===== config.mk =====
export PLATFORM = sky130hd
export DESIGN_NAME = uart_tx_fifo
export DESIGN_NICKNAME = d
export VERILOG_FILES = /design/src/rtl/uart_tx_fifo.sv
export SDC_FILE = /design/constraint.sdc
export NUM_CORES = 1
export LEC_CHECK = 0
export CAP_MARGIN = 30
export CORE_UTILIZATION = 57
export CTS_CLUSTER_SIZE = 25
export DETAILED_ROUTE_END_ITERATION = 7
export PLACE_DENSITY = 0.76
export SLEW_MARGIN = 10
export SYNTH_ARGS = -nofsm -noshare
export SYNTH_HDL_FRONTEND = slang
export SYNTH_SLANG_ARGS = --single-unit

===== constraint.sdc =====
create_clock -name clk -period 11.9 [get_ports clk]
set_clock_uncertainty 0.15 [all_clocks]
set_input_delay 1.785 -clock clk [delete_from_list [all_inputs] [get_ports clk]]
set_output_delay 1.785 -clock clk [all_outputs]
set_load 0.01 [all_outputs]

===== src/rtl/uart_tx_fifo.sv =====
// UART transmitter with a transmit FIFO; frames go out back-to-back while data is queued.
// Define UART_TX_PARITY_EN to compile in the parity bit; otherwise the parity input is ignored.
module uart_tx_fifo #(
    parameter  int DATA_BITS = 8,
    parameter  int DEPTH     = 16,
    localparam int ADDR_W    = $clog2(DEPTH)
) (
    input  logic                 clk,
    input  logic                 rst,
    input  logic [15:0]          period,
    input  logic [1:0]           parity,
    input  logic                 stop2,
    input  logic                 tx_start,
    input  logic [DATA_BITS-1:0] tx_data,
    output logic                 txd,
    output logic                 tx_avai,
    output logic                 tx_busy,
    output logic [ADDR_W:0]      tx_count,
    output logic                 tx_ovf
);

    typedef enum logic [2:0] {
        S_IDLE,
        S_START,
        S_DATA,
`ifdef UART_TX_PARITY_EN
        S_PARITY,
`endif
        S_STOP
    } state_t;

    localparam logic [ADDR_W:0] FULL     = (ADDR_W + 1)'(DEPTH);
    localparam logic [2:0]      LAST_BIT = 3'(DATA_BITS - 1);

    logic [DATA_BITS-1:0] mem_q [DEPTH];
    logic [ADDR_W-1:0]    wr_ptr_q, wr_ptr_d, rd_ptr_q, rd_ptr_d;
    logic [ADDR_W:0]      count_q, count_d;
    logic                 ovf_q, ovf_d;
    state_t               state_q, state_d;
    logic [15:0]          baud_q, baud_d, term;
    logic [2:0]           bit_q, bit_d;
    logic [DATA_BITS-1:0] shreg_q, shreg_d;
    logic                 stop2_q, stop2_d;
    logic                 stop_idx_q, stop_idx_d;
    logic                 txd_q, txd_d;
    logic                 push, pop, tick, full, nonempty;
`ifdef UART_TX_PARITY_EN
    logic                 par_en_q, par_en_d;
    logic                 par_bit_q, par_bit_d;
`else
    logic                 unused_parity;
    assign unused_parity = ^parity;
`endif

    always_comb begin
        full     = (count_q == FULL);
        nonempty = (count_q != '0);
        push     = tx_start && !full;
        term     = (period == 16'd0) ? 16'd0 : period - 16'd1;
        tick     = (baud_q == term);
    end

    always_comb begin
        state_d    = state_q;
        baud_d     = tick ? 16'd0 : baud_q + 16'd1;
        bit_d      = bit_q;
        shreg_d    = shreg_q;
        stop2_d    = stop2_q;
        stop_idx_d = stop_idx_q;
        pop        = 1'b0;
`ifdef UART_TX_PARITY_EN
        par_en_d   = par_en_q;
        par_bit_d  = par_bit_q;
`endif
        unique case (state_q)
            S_IDLE: begin
                baud_d = 16'd0;
                if (nonempty) begin
                    pop     = 1'b1;
                    state_d = S_START;
                end
            end
            S_START: begin
                if (tick) begin
                    state_d = S_DATA;
                    bit_d   = 3'd0;
                end
            end
            S_DATA: begin
                if (tick) begin
                    shreg_d = shreg_q >> 1;
                    bit_d   = bit_q + 3'd1;
                    if (bit_q == LAST_BIT) begin
                        stop_idx_d = 1'b0;
`ifdef UART_TX_PARITY_EN
                        state_d = par_en_q ? S_PARITY : S_STOP;
`else
                        state_d = S_STOP;
`endif
                    end
                end
            end
`ifdef UART_TX_PARITY_EN
            S_PARITY: begin
                if (tick) state_d = S_STOP;
            end
`endif
            S_STOP: begin
                if (tick) begin
                    if (stop2_q && !stop_idx_q) begin
                        stop_idx_d = 1'b1;
                    end else if (nonempty) begin
                        pop     = 1'b1;
                        state_d = S_START;
                    end else begin
                        state_d = S_IDLE;
                    end
                end
            end
            default: state_d = S_IDLE;
        endcase

        // Frame settings are captured at pop so mid-frame changes wait for the next frame
        if (pop) begin
            shreg_d = mem_q[rd_ptr_q];
            stop2_d = stop2;
            baud_d  = 16'd0;
`ifdef UART_TX_PARITY_EN
            par_en_d  = ^parity;
            par_bit_d = (parity == 2'b10) ^ (^mem_q[rd_ptr_q]);
`endif
        end

        unique case (state_d)
            S_START:  txd_d = 1'b0;
            S_DATA:   txd_d = shreg_d[0];
`ifdef UART_TX_PARITY_EN
            S_PARITY: txd_d = par_bit_d;
`endif
            default:  txd_d = 1'b1;
        endcase
    end

    always_comb begin
        wr_ptr_d = wr_ptr_q + ADDR_W'(push);
        rd_ptr_d = rd_ptr_q + ADDR_W'(pop);
        count_d  = count_q + (ADDR_W + 1)'(push) - (ADDR_W + 1)'(pop);
        ovf_d    = ovf_q | (tx_start & full);
    end

    always_ff @(posedge clk) begin
        if (push) mem_q[wr_ptr_q] <= tx_data;
    end

    always_ff @(posedge clk) begin
        if (rst) begin
            state_q    <= S_IDLE;
            baud_q     <= 16'd0;
            bit_q      <= 3'd0;
            shreg_q    <= '0;
            stop2_q    <= 1'b0;
            stop_idx_q <= 1'b0;
            txd_q      <= 1'b1;
            wr_ptr_q   <= '0;
            rd_ptr_q   <= '0;
            count_q    <= '0;
            ovf_q      <= 1'b0;
`ifdef UART_TX_PARITY_EN
            par_en_q   <= 1'b0;
            par_bit_q  <= 1'b0;
`endif
        end else begin
            state_q    <= state_d;
            baud_q     <= baud_d;
            bit_q      <= bit_d;
            shreg_q    <= shreg_d;
            stop2_q    <= stop2_d;
            stop_idx_q <= stop_idx_d;
            txd_q      <= txd_d;
            wr_ptr_q   <= wr_ptr_d;
            rd_ptr_q   <= rd_ptr_d;
            count_q    <= count_d;
            ovf_q      <= ovf_d;
`ifdef UART_TX_PARITY_EN
            par_en_q   <= par_en_d;
            par_bit_q  <= par_bit_d;
`endif
        end
    end

    assign txd      = txd_q;
    assign tx_avai  = !full;
    assign tx_busy  = (state_q != S_IDLE) || nonempty;
    assign tx_count = count_q;
    assign tx_ovf   = ovf_q;

endmodule


==> metrics <==
Core ar. 0.0139 sq mm; fin nets 690; area of the multi-input gates 0.00311 sq mm; Syn Area/Cell 13.2 sq um; initial antenna violation count 0; syn_nets 659; synthesized area 0.00811 sq mm; FF/Latch Area 0.00479 sq mm; met3 Usage GRT 5.31%; Final Cycle Share 55.3%; DP Wirelength 11,700 microns; DR iter-0 viols 490; #FFs+latches synth 175; leakage 3.06 nW; critical path buffer and inverter count 2; Critical Path AT 6.78 ns; final hold viol count 0; Area after DPL 0.00861 sq mm; root buffer selected by CTS clkbuf_16; first-pass detailed-route iteration total 5; Syn Inst Count 616; post_cts resized 0; GRT busiest layer met2; mux contribution to synthesized area 11.9%; largest family of logic cells by synthesized area simple AND/OR/NAND/NOR gates; outcome completed; ys async rst share 0%; xor/xnor share of the synthesized area 4.26%; Synth Area in Compound Gates 6.72%; CP peak stage delay 0.78 ns; grt met2 use 41.5%; Filler Cells Inserted 983; std cell rows 43; Peak VDD IR 171 uV; Seq/Total Area, Yosys 59.0%; Area growth, synth to finish 13.7%; fin crit period 6.57 ns; pre-CTS WS 4.92 ns; critical path peak fanout 22; largest area contributor in the netlist edfxtp_1; io pins 39; total power 1.61 mW; count of flip-flops with a built-in enable after synthesis 128; post-route ant nets 0; CP Class in -> reg; RSZ-0062 raised after global routing no; via count 5,207; vias in the first global route 5,171; clock slew at reported path FFs 0.07 ns; largest net degree at the start of global routing 40; synth top area cells edfxtp_1 (47%), dfxtp_1 (12%), mux4_2 (8.6%); Top FF cell, synth edfxtp_1; design area 0.00922 sq mm; Hold Path Class reg -> reg; CP required 12.10 ns; Clk Latency, worst-skew pair 0.43 ns; H-tree Lvls 4; postcts setup bufs 0; max frequency 0.152 GHz; Total Routing Usage GR 25.2%; Worst path slowest cell or4_1; Yosys top cell area share 47.4%; TritonCTS clock tree done; Slew Viols, Final 0; Die ar. 0.0147 sq mm; pwr/cell area 174 mW/mm^2; Sink Count 175; total routed wirelength 17,200 microns; die width 121 microns; setup ws final 5.33 ns; Overflow after GRT 0; fraction of final layout cells sized beyond drive strength 1 13.0%; Distinct cells, synth 68; GPL Wtd Cong 0.920; max-cap viol count 0; crit start category input pin; Slew headroom 38.8%; DP Cell Count 806; Setup TNS 0 ns; FF-to-FF setup slack 7.77 ns; CTS max path bufs 2; Top delay family on crit path simple AND/OR/NAND/NOR gates; GR Util met1 32.8%; Synth Warn # 0; Die Y 121 microns; CP endpoint kind register; Port Buffer Count 36; initial core utilization 58.4%; actual slew at the worst max-slew pin 0.915 ns; Num CTS Buffers 17; hold-fix buffer count after cts 0; Via-to-Cell Ratio 6.20; WL per Instance 20.5 microns; final setup violation count 0; Post-Synth Adder-Cell Area 2.10%; # diodes 0; post-route insts no fill 840; first-pass GRT wire length 27,100 microns; critical path cell sequence clkdlybuf4s50_1 -> or4_1 -> or4_1 -> nor3_1 -> nor4_1 -> and3_1 -> nand2_1 -> nor4_4 -> o21ai_2 -> buf_4 -> nand2b_1 -> nand2_1 -> ha_1 -> fa_1 -> a21oi_1 -> nor2_1 -> or3_1 -> a21oi_1; residual DRC count 0; Simple-Gate Fraction of Synth Area 13.4%
## power by group
part / switching, mW / leakage [nW] / internal [mW]
logic: 0.178 / 1.23 / 0.171
clock network: 0.232 / 0.284 / 0.313
registers: 0.0209 / 1.54 / 0.691
total: 0.431 / 3.06 / 1.17
## per-stage QoR
| step | hold slack [ns] | util (%) |
|---|---|---|
| after floorplan | 0.310 | - |
| after global placement | 0.305 | 61.9 |
| after detailed placement | 0.318 | 62.0 |
| after CTS | 0.333 | 66.3 |
| after global routing | 0.378 | 66.4 |
| final | 0.334 | 66.4 |
## cells by family (layout without fill, tap and decap cells)
group / after synthesis / after routing
xor gates and xnor gates: 37 / 37
and+or+nand+nor: 205 / 205
AOI/OAI and AO/OA: 77 / 77
muxes: 57 / 57
DFF: 175 / 175
adders and majority gates: 13 / 13
buffers and inverters: 51 / 95
other: 1 / 1
## registers in the layout, summed over array words and instances, names as in the netlist, 3 cells and up
register / cells
mem_q: 128
baud_q: 16
shreg_q: 8
tx_count: 5
rd_ptr_q: 4
wr_ptr_q: 4
bit_q: 3
state_q: 3
## worst paths after layout
kind | start | end | cells after the start
hold / removal | tx_ovf | tx_ovf | 2
setup / recovery | period[7] | tx_count[4] | 18
setup reg to reg | baud_q[11] | tx_count[4] | 17
hold reg to reg | tx_ovf | tx_ovf | 2
## synth_stat cells (all sizes together), types with 3 or more instances
library cell    n
edfxtp        128
nor2           75
dfxtp          47
mux4           31
nand2          26
mux2i          24
clkbuf         23
xnor2          21
nor3           19
a21oi          18
inv            16
nand3          15
xor2           15
ha             12
nor4           12
buf            11
o21ai          11
and3           10
a211oi          9
nand2b          9
or3             8
or4             8
nor2b           6
a22oi           5
nand4           5
a221oi          4
a2111oi         3
a21o            3
o22ai           3
o31ai           3
or2             3
## per-layer routing
| metal | wire (microns) | vias to the layer above |
|---|---|---|
| met4 | 407 | 0 |
| met1 | 7410 | 2581 |
| met3 | 843 | 34 |
| met5 | 0 | - |
| li1 | - | 2416 |
| met2 | 8590 | 176 |
## layout make-up
class                   count  area share [%]
multi-input cells         390            33.7
repair buffers             46            4.81
inverters                  17           0.692
flip-flops and latches    175            51.9
clock inverters            14            1.72
clock buffers              18            4.66
well taps                 180            2.44
## worst min-delay path, cell delays in order, from the launching register on
cell and delay, ns:
dfxtp_1 0.33, a41oi_1 0.05, nor2_1 0.07
## layout by cell type, fill, tap and decap left out, types with 16 or more instances in the layout
master	n
inv_1	16
mux4_2	31
clkbuf_16	17
mux2i_1	24
nor3_1	18
nand2_1	26
dfxtp_1	46
edfxtp_1	128
nor2_1	75
clkdlybuf4s50_1	36
xnor2_1	20
a21oi_1	18
(Power assumes the default switching activity.)
